===== config.mk =====
export PLATFORM = sky130hd
export DESIGN_NAME = track_select_ctrl_flat
export DESIGN_NICKNAME = d
export VERILOG_FILES = /design/src/rtl/track_select_ctrl_if.sv /design/src/rtl/track_select_ctrl.sv /design/src/flat_wrapper.sv
export SDC_FILE = /design/constraint.sdc
export NUM_CORES = 1
export LEC_CHECK = 0
export ABC_AREA = 1
export BUFFER_PORTS_ARGS = -buffer_cell sky130_fd_sc_hd__buf_4
export CORE_MARGIN = 10
export CORE_UTILIZATION = 47
export DETAILED_ROUTE_END_ITERATION = 10
export PLACE_DENSITY = 0.75
export SETUP_SLACK_MARGIN = 0.02
export SYNTH_ARGS = -nofsm -noshare
export SYNTH_HDL_FRONTEND = slang
export SYNTH_SLANG_ARGS = --single-unit

===== constraint.sdc =====
create_clock -name clk -period 3.9 [get_ports clk]
set_input_delay 0.78 -clock clk [delete_from_list [all_inputs] [get_ports clk]]
set_output_delay 0.78 -clock clk [all_outputs]
set_load 0.02 [all_outputs]

===== src/rtl/track_select_ctrl_if.sv =====
// Playback-control bus between the button/song-player front end and track_select_ctrl.
// The master side drives buttons and song_done; the slave side returns track state.
interface track_select_ctrl_if;
    logic       btn_play;
    logic       btn_next;
    logic       btn_prev;
    logic       song_done;
    logic [3:0] current_track;
    logic       playing;
    logic       track_start;

    modport master (
        output btn_play,
        output btn_next,
        output btn_prev,
        output song_done,
        input  current_track,
        input  playing,
        input  track_start
    );

    modport slave (
        input  btn_play,
        input  btn_next,
        input  btn_prev,
        input  song_done,
        output current_track,
        output playing,
        output track_start
    );
endinterface


===== src/rtl/track_select_ctrl.sv =====
// Playback controller: debounces play/next/prev buttons, runs an IDLE/PLAY FSM and
// keeps a wrapping track index, pulsing track_start whenever playback (re)starts a track.
module track_select_ctrl #(
    parameter int unsigned NUM_TRACKS      = 8,
    parameter int unsigned DEBOUNCE_CYCLES = 2000000,
    parameter bit          AUTO_ADVANCE    = 1'b1
) (
    input  logic                clk,
    input  logic                rst,
    track_select_ctrl_if.slave  bus
);

    localparam int unsigned NUM_BTN  = 3;
    localparam int unsigned BTN_PLAY = 0;
    localparam int unsigned BTN_NEXT = 1;
    localparam int unsigned BTN_PREV = 2;
    localparam int unsigned TRK_W    = 4;
    localparam int unsigned CNT_W    = $clog2(DEBOUNCE_CYCLES) + 1;

    localparam logic [CNT_W-1:0] CNT_LAST  = CNT_W'(DEBOUNCE_CYCLES - 1);
    localparam logic [TRK_W-1:0] TRK_LAST  = TRK_W'(NUM_TRACKS - 1);

    typedef enum logic {
        ST_IDLE = 1'b0,
        ST_PLAY = 1'b1
    } state_e;

    // ------------------------------------------------------------------
    // Button synchronizers and debouncers
    // ------------------------------------------------------------------
    logic [NUM_BTN-1:0] btn_raw;
    logic [NUM_BTN-1:0] s1_q;
    logic [NUM_BTN-1:0] s2_q;
    logic [NUM_BTN-1:0] stable_q;
    logic [NUM_BTN-1:0] stable_d;
    logic [NUM_BTN-1:0] stable_prev_q;
    logic [NUM_BTN-1:0] press_q;
    logic [CNT_W-1:0]   cnt_q [NUM_BTN];
    logic [CNT_W-1:0]   cnt_d [NUM_BTN];

    assign btn_raw = {bus.btn_prev, bus.btn_next, bus.btn_play};

    // A level is accepted only after it has differed from the stable level for
    // DEBOUNCE_CYCLES consecutive samples; any agreeing sample restarts the count.
    always_comb begin
        stable_d = stable_q;
        for (int b = 0; b < NUM_BTN; b++) begin
            cnt_d[b] = '0;
            if (s2_q[b] != stable_q[b]) begin
                if (cnt_q[b] == CNT_LAST) begin
                    stable_d[b] = s2_q[b];
                end else begin
                    cnt_d[b] = cnt_q[b] + CNT_W'(1);
                end
            end
        end
    end

    always_ff @(posedge clk) begin
        if (rst) begin
            s1_q          <= '0;
            s2_q          <= '0;
            stable_q      <= '0;
            stable_prev_q <= '0;
            press_q       <= '0;
            for (int b = 0; b < NUM_BTN; b++) begin
                cnt_q[b] <= '0;
            end
        end else begin
            s1_q          <= btn_raw;
            s2_q          <= s1_q;
            stable_q      <= stable_d;
            stable_prev_q <= stable_q;
            press_q       <= stable_q & ~stable_prev_q;
            for (int b = 0; b < NUM_BTN; b++) begin
                cnt_q[b] <= cnt_d[b];
            end
        end
    end

    // ------------------------------------------------------------------
    // Playback FSM and track index
    // ------------------------------------------------------------------
    state_e             state_q;
    state_e             state_d;
    logic [TRK_W-1:0]   track_q;
    logic [TRK_W-1:0]   track_d;
    logic               playing_q;
    logic               playing_d;
    logic               start_q;
    logic               start_d;
    logic [TRK_W-1:0]   next_idx;
    logic [TRK_W-1:0]   prev_idx;
    logic               play_press;
    logic               next_press;
    logic               prev_press;

    assign play_press = press_q[BTN_PLAY];
    assign next_press = press_q[BTN_NEXT];
    assign prev_press = press_q[BTN_PREV];

    assign next_idx = (track_q == TRK_LAST) ? '0 : track_q + TRK_W'(1);
    assign prev_idx = (track_q == '0) ? TRK_LAST : track_q - TRK_W'(1);

    // Only the highest-priority event in a cycle is acted on: play > next > prev > song_done.
    always_comb begin
        state_d = state_q;
        track_d = track_q;
        start_d = 1'b0;
        unique case (state_q)
            ST_IDLE: begin
                if (play_press) begin
                    state_d = ST_PLAY;
                    start_d = 1'b1;
                end else if (next_press) begin
                    track_d = next_idx;
                end else if (prev_press) begin
                    track_d = prev_idx;
                end
            end
            ST_PLAY: begin
                if (play_press) begin
                    state_d = ST_IDLE;
                end else if (next_press) begin
                    track_d = next_idx;
                    start_d = 1'b1;
                end else if (prev_press) begin
                    track_d = prev_idx;
                    start_d = 1'b1;
                end else if (bus.song_done) begin
                    if (AUTO_ADVANCE) begin
                        track_d = next_idx;
                        start_d = 1'b1;
                    end else begin
                        state_d = ST_IDLE;
                    end
                end
            end
            default: begin
                state_d = ST_IDLE;
            end
        endcase
        playing_d = (state_d == ST_PLAY);
    end

    always_ff @(posedge clk) begin
        if (rst) begin
            state_q   <= ST_IDLE;
            track_q   <= '0;
            playing_q <= 1'b0;
            start_q   <= 1'b0;
        end else begin
            state_q   <= state_d;
            track_q   <= track_d;
            playing_q <= playing_d;
            start_q   <= start_d;
        end
    end

    assign bus.current_track = track_q;
    assign bus.playing       = playing_q;
    assign bus.track_start   = start_q;

endmodule


===== src/flat_wrapper.sv =====
// flat-port wrapper written by rule: the top's interface ports become plain ports
module track_select_ctrl_flat 
#(
    parameter int unsigned NUM_TRACKS      = 8,
    parameter int unsigned DEBOUNCE_CYCLES = 2000000,
    parameter bit          AUTO_ADVANCE    = 1'b1
)
  (clk, rst, bus_btn_play, bus_btn_next, bus_btn_prev, bus_song_done, bus_current_track, bus_playing, bus_track_start);
  track_select_ctrl_if bus_i ();
  input  logic clk;
  input  logic rst;
  input wire logic [$bits(bus_i.btn_play)-1:0] bus_btn_play;
  input wire logic [$bits(bus_i.btn_next)-1:0] bus_btn_next;
  input wire logic [$bits(bus_i.btn_prev)-1:0] bus_btn_prev;
  input wire logic [$bits(bus_i.song_done)-1:0] bus_song_done;
  output wire logic [$bits(bus_i.current_track)-1:0] bus_current_track;
  output wire logic [$bits(bus_i.playing)-1:0] bus_playing;
  output wire logic [$bits(bus_i.track_start)-1:0] bus_track_start;
  assign bus_i.btn_play = bus_btn_play;
  assign bus_i.btn_next = bus_btn_next;
  assign bus_i.btn_prev = bus_btn_prev;
  assign bus_i.song_done = bus_song_done;
  assign bus_current_track = bus_i.current_track;
  assign bus_playing = bus_i.playing;
  assign bus_track_start = bus_i.track_start;
  track_select_ctrl #(.NUM_TRACKS(NUM_TRACKS), .DEBOUNCE_CYCLES(DEBOUNCE_CYCLES), .AUTO_ADVANCE(AUTO_ADVANCE)) u_core (.clk(clk), .rst(rst), .bus(bus_i));
endmodule

# Word-level counts from Yosys, hierarchy flattened

Memories as Yosys holds them, arrays and structs flattened.
Index checks and enable logic that the tools add are counted.

Add/sub/neg operators: 5
Reduce and logical (&&, ||, !) cells: 5
Bitwise gates (word level): 6
Equality and inequality tests: 11
Multiplexer cells: 30

Operator list:

| operator                                              | number |
|---|---|
| two-way mux 22 bit                                    | 9 |
| adder 22 x 1 -> 22 bit, second input constant         | 3 |
| equality test 22 x 21 -> 1 bit, second input constant | 3 |
| two-way mux 4 bit                                     | 9 |
| two-way mux 1 bit                                     | 9 |
| case mux 4 bit (2 select lines)                       | 1 |
| AND reduction 2 bit                                   | 3 |
| adder 4 x 1 -> 4 bit, second input constant           | 1 |
| equality test 4 x 3 -> 1 bit, second input constant   | 1 |
| zero test 4 bit                                       | 1 |
| inequality test 2 bit, second input constant          | 2 |
| inequality test 4 x 2 -> 1 bit, second input constant | 1 |
| case mux 1 bit (2 select lines)                       | 2 |
| AND reduction 4 bit                                   | 1 |
| subtractor 4 x 1 -> 4 bit, second input constant      | 1 |
| AND 3 bit                                             | 1 |
| inequality test 1 bit                                 | 3 |
| inequality test 3 x 1 -> 1 bit, second input constant | 1 |
| NOT 3 bit                                             | 1 |
| OR 1 bit                                              | 3 |
| NOT 1 bit                                             | 1 |

Memories kept: 1
Bits of input ports: 6
Bits in writable memories: 66
Register bits after elaboration: 21
Output and inout port bits: 6
Logic and storage cells: 68

Memory list:

| name         | depth | bits a word | rd ports | clocked after memory_dff | wr ports | RTL line                | text |
|---|---|---|---|---|---|---|---|
| u_core.cnt_q | 3     | 22          | 3        | 0                        | 3        | track_select_ctrl.sv:38 | `logic [CNT_W-1:0] cnt_q [NUM_BTN];` |

# Longest topological paths before layout

Gate-level depths: netlist of the first run.

Word-level depth: 7
Mapped depth: 9
Mapped depth without buffers: 9

# Worst setup path after synthesis of the first run

No wires, ideal clock.

Kind: input to register
From: in rst
To: mem u_core.cnt_q[0][42] in the netlist's numbering
Data arrival time: 1.613 ns
Slack: 2.217 ns
Path buffers: 2
Data required time: 3.830 ns
Stages: 7
Library setup time: 0.070 ns
Path through: buf_2 -> inv_1 -> o21ai_0 -> a21oi_1 -> o21ai_2 -> buf_6 -> a21oi_1

RTL lines:

| element         | RTL line                | text |
|---|---|---|
| start, declared | flat_wrapper.sv:11      | `input logic rst;` |
| end, declared   | track_select_ctrl.sv:38 |  |

==> reports/qor.csv, run 1 <==
metric;value;unit
status;complete, no violations;
setup_violations;0;
ios;12;
start_util;48.8;%
die_h;116;µm
netlist_instances;646;
cp-start-kind;flop;
die_area;13400;µm²
placed_cell_area;4470;µm²
synth_seq_cells;87;
antenna_left;0;
post_cts_buffers;0;
vdd_drop_max;0.000174;V
maxCapViolations;0;
gp_congestion;0.916;
grt_max_degree;23;
crit_fanout;22;
seq_power_share;56.7;%
worst_slew_pin_slew;0.890;ns
antenna_found_initial;0;
wl_per_cell;10.8;µm
power_switching_share;22.5;%
yosysUniqueCellTypes;28;
grt_pass1_wl;15.2;mm
coreArea;8850;µm²
clock_latency;0.36;ns
cts-resized-gates;0;
skew;0.0170;ns
crit_type;flop to flop;
vias;3794;
cts_sinks;87;
area_growth;8.31;%
yosys_warnings;0;
grt_usage;13.5;%
drv_slew;0;
root_buffer;clkbuf_8;
setup.worst_path.end_class;flop;
vias_per_cell;4.91;
multi_input_area;2270;µm²
p_leak;1.48;nW
pwr-share-clk;42.0;%
fillers;862;
postLayoutCellArea;4680;µm²
crit_arrival;2.24;ns
finalSetupTns;0;ns
intPower;1.22;mW
ctsHoldBuffers;0;
cts_max_path_buffers;2;
regArea;1740;µm²
grt.overflow.total;0;
period_needed;2.03;ns
syn-num-nets;659;
fmax;0.493;GHz
grt_pass1_vias;3583;
n_antenna_cell;0;
final_hold_viol_count;0;
wl;8.38;mm
layout.nets;673;
cp.required;4.11;ns
drtIter0Drc;329;
port_buffers;11;
drive_above_1_share;6.77;%
p_sw;0.354;mW
cts_buffers;9;
cts_tree;yes;
chipWidth;116;µm
rows;34;
cts.clk_slew.worst_paths;0.10;ns
drc_errors;0;
rsz0062_at_grt;false;
period_share;52.0;%
power_density;336;nW/µm²
hpwl;6.31;mm
hold_path_class;flop to flop;
syn_avg_cell_area;6.69;µm²
first_pass_iters;4;
cts_htree_levels;3;
p_comb_share;1.3;%
relSlewSlack;40.6;%
syn-cell-area;4320;µm²
synth-seq-area-share;40.3;%
==> power groups by stage <==
stage	clock network (mW)	logic, mW	registers [mW]
3_5_place_dp	0	0.0207	0.914
2_1_floorplan	0	0.0164	0.914
6_report	0.661	0.0202	0.893
4_1_cts	0.679	0.0207	0.893
5_1_grt	0.718	0.0233	0.894
3_3_place_gp	0	0.0201	0.914
==> cells by family after synthesis <==
logic type	count (synthesis)	share of synthesized area, %
XOR/XNOR	29	5.88
buffers and inverters	73	7.24
adder cells (fa/ha/maj)	7	2.03
AND/OR/NAND/NOR	404	38.7
flip-flops	87	40.3
AO/OA/AOI/OAI	46	5.82
==> final timing paths <==
kind / startpoint / cells after the start / slack, ns / end
hold / removal: u_core.stable_prev_q[0] / 1 / 0.40 / u_core.press_q[0]
setup / recovery: u_core.cnt_q[0][22] / 6 / 1.87 / u_core.cnt_q[0][36]
hold reg to reg: u_core.stable_prev_q[0] / 1 / 0.40 / u_core.press_q[0]
setup reg to reg: u_core.cnt_q[0][22] / 6 / 1.87 / u_core.cnt_q[0][36]
==> placed cells by master (no fill, tap or decap), drive strengths merged <==
master	Yosys	layout
clkinv	0	2
o21ai	10	10
nor3	5	5
o21bai	3	3
xor2	14	14
inv	65	68
bufinv	0	1
xnor2	15	15
or2	5	5
nor3b	1	1
a21oi	32	32
nand4	13	13
clkbuf	0	10
nand2	171	171
nor2	168	168
ha	7	7
o221a	1	1
dfxtp	87	87
nand3	41	41
buf	8	11
==> layout make-up <==
type                    count  area share [%]
flip-flops and latches     87            37.2
repair buffers             11            1.76
well taps                 108            2.89
clock inverters             6            1.55
multi-input cells         486            48.4
inverters                  65            5.21
clock buffers              10            2.94
==> metal layers <==
metal / routed length (µm) / GRT usage, % / vias up
li1: - / - / 2049
met2: 3980 / 23.1 / 48
met4: 140 / 4.25 / 0
met3: 321 / 3.93 / 14
met1: 3940 / 16.0 / 1683
met5: 0 / 0 / -
==> cells in the mapped netlist, drive strengths merged <==
library cell	count	area share, %
a21oi	32	3.8
buf	8	1.6
dfxtp	87	40
ha	7	2.0
inv	65	5.6
nand2	171	15
nand3	41	5.0
nand4	13	1.9
nor2	168	15
nor3	5	0.84
nor3b	1	0.17
o21ai	10	1.2
o21bai	3	0.52
o221a	1	0.26
or2	5	0.72
xnor2	15	3.0
xor2	14	2.8
==> worst max-delay path, cell delays in order, from the launching register on <==
cell and delay, ns:
dfxtp_1 0.41, ha_1 0.20, nand2_1 0.12, nor2_2 0.20, nand3_1 0.13, o21ai_2 0.71, nor2_1 0.11
==> state kept, by name, summed over array words and instances (netlist names) <==
signal                    count
u_core.bus.current_track      4
u_core.press_q                3
u_core.stable_prev_q          3
u_core.cnt_q                 66
u_core.stable_q               3
u_core.s2_q                   3
u_core.state_q                1
u_core.bus.track_start        1
u_core.s1_q                   3
==> stage by stage <==
stage          utilization, %  worst slack [ns]  std cells  power, mW  hold slack [ns]
4_1_cts                  52.9              1.82        773       1.59            0.398
6_report                 52.9              1.87        773       1.58            0.395
3_3_place_gp             50.5              1.92        757      0.934            0.379
5_1_grt                  52.9              1.60        773       1.64            0.416
2_1_floorplan               -              2.22        646      0.930            0.373
3_5_place_dp             50.5              1.83        757      0.935            0.387
Power figures use the tool's default switching activity.
==> run 2: changes to the inputs <==
PLACE_DENSITY = 0.77   (was 0.75)
clock period = 1.7 ns   (was 3.9 ns; I/O delays follow)
==> reports/qor.csv, run 2 (synthesized netlist as in run 1, its figures left out) <==
metric;value;unit
status;complete, no violations;
fillers;820;
top_register;u_core.cnt_q;
ios;12;
relSlewSlack;68.2;%
min-delay-start;bus_btn_play;
die_area;13400;µm²
root_buffer;clkbuf_8;
p_total;3.58;mW
crit_fanout;21;
crit_arrival;1.82;ns
r2r_end;u_core.cnt_q[0][15];
grt_usage;13.6;%
chipWidth;116;µm
wl_per_cell;11.0;µm
placed_cell_area;4570;µm²
setup.worst_path.end_class;flop;
layout_common_cells;nand2_1 (168), nor2_1 (161), dfxtp_1 (87);
stdcell_count;783;
drv_slew;0;
worst_slew_pin_slew;0.476;ns
hold_path_class;input port to flop;
rows;34;
wl;8.62;mm
cts_buffers;9;
ctsHoldBuffers;0;
postLayoutCellArea;4790;µm²
maxCapViolations;0;
cts_htree_levels;3;
hpwl;6.43;mm
die_h;116;µm
r2r_start;u_core.cnt_q[0][1];
post_cts_buffers;0;
cp_slowest_cell;dfxtp_1;
fin_ws;0.123;ns
clock_latency;0.36;ns
grt_pass1_wl;15.5;mm
final_common_cell;nand2_1;
area_growth;10.8;%
start_util;48.8;%
coreArea;8850;µm²
setup_violations;0;
vias;3956;
p_leak;1.54;nW
drtIter0Drc;413;
cts_sinks;87;
cp-start-kind;flop;
finalSetupTns;0;ns
cts_max_path_buffers;2;
crit_type;flop to flop;
first_pass_iters;5;
dp_slack;0.0333;ns
regArea;1740;µm²
cp.required;1.94;ns
period_share;92.8;%
n_antenna_cell;0;
vias_per_cell;5.05;
slowest_delay;0.37;ns
port_buffers;11;
grt_pass1_vias;3672;
rsz0062_at_grt;true;
antenna_left;0;
layout.nets;683;
drive_above_1_share;8.44;%
grt.overflow.total;0;
cts.clk_slew.worst_paths;0.09;ns
gp_congestion;0.931;
grt_max_degree;23;
skew;0.0156;ns
endpoint;u_core.cnt_q[0][15];
rrSetupSlack;0.12;ns
startpoint;u_core.cnt_q[0][1];
power_density;749;nW/µm²
largest_reg_flops;66;
vdd_drop_max;0.000487;V
cts_tree;yes;
drc_errors;0;
antenna_found_initial;0;
final_hold_viol_count;0;
worstRegToRegCells;8;
period_needed;1.58;ns
crit_path_cell_trace;ha_1 -> nand2_2 -> nor2_4 -> nand3_2 -> nor2_2 -> nand2_1 -> nand2_4 -> nor2_1;
fmax;0.634;GHz
dp_cells;767;
multi_input_area;2280;µm²
-- run 2: changes by cell type in the layout (fill, tap and decap cells not counted), sizes merged --
cell,delta
buf,+10
inv,-2
clkbuf,-1
clkinv,+3
-- run 2: layout make-up --
| type | instances | share of cell area, % |
|---|---|---|
| repair buffers | 21 | 3.82 |
| inverters | 65 | 5.10 |
| flip-flops and latches | 87 | 36.4 |
| multi-input cells | 486 | 47.6 |
| well taps | 108 | 2.82 |
| clock buffers | 9 | 2.59 |
| clock inverters | 7 | 1.73 |
-- run 2: worst min-delay path by stage --
stage               slack (ns)  cells after the start                end
floorplan                 0.37                      1  u_core.press_q[2]
global placement          0.38                      1  u_core.press_q[2]
detailed placement        0.38                      1  u_core.press_q[2]
CTS                       0.17                      3     u_core.s1_q[0]
global route              0.19                      3     u_core.s1_q[2]
finish                    0.19                      3     u_core.s1_q[0]
-- run 2: metrics by stage --
stage	util (%)	hold WS (ns)
after floorplan	-	0.373
after global placement	51.7	0.379
after detailed placement	51.7	0.382
after CTS	54.0	0.172
after global routing	54.1	0.187
final	54.1	0.186
-- run 2: worst max-delay path: cells and delay by family (launching register included) --
family	cells	cell delay, ns
flip-flops	1	0.37
adder cells (fa/ha/maj)	1	0.21
AND/OR/NAND/NOR	7	0.87
-- run 2: power by group --
part | switching (mW) | internal [mW] | leakage, nW
clock network | 0.782 | 0.697 | 0.106
registers | 0.00400 | 2.04 | 0.702
logic | 0.0333 | 0.0237 | 0.735
-- run 2: repair_timing --
| action | in CTS | in global routing |
|---|---|---|
| pin swaps | 0 | 1 |
| endpoints found under the setup margin | 1 | 7 |
| gates resized for setup | 1 | 2 |
-- run 2: per-layer routing --
| metal | wire (µm) | GRT usage [%] |
|---|---|---|
| met3 | 306 | 3.15 |
| met1 | 4100 | 16.3 |
| met5 | 0 | 0 |
| met2 | 4120 | 23.7 |
| met4 | 89 | 4.17 |
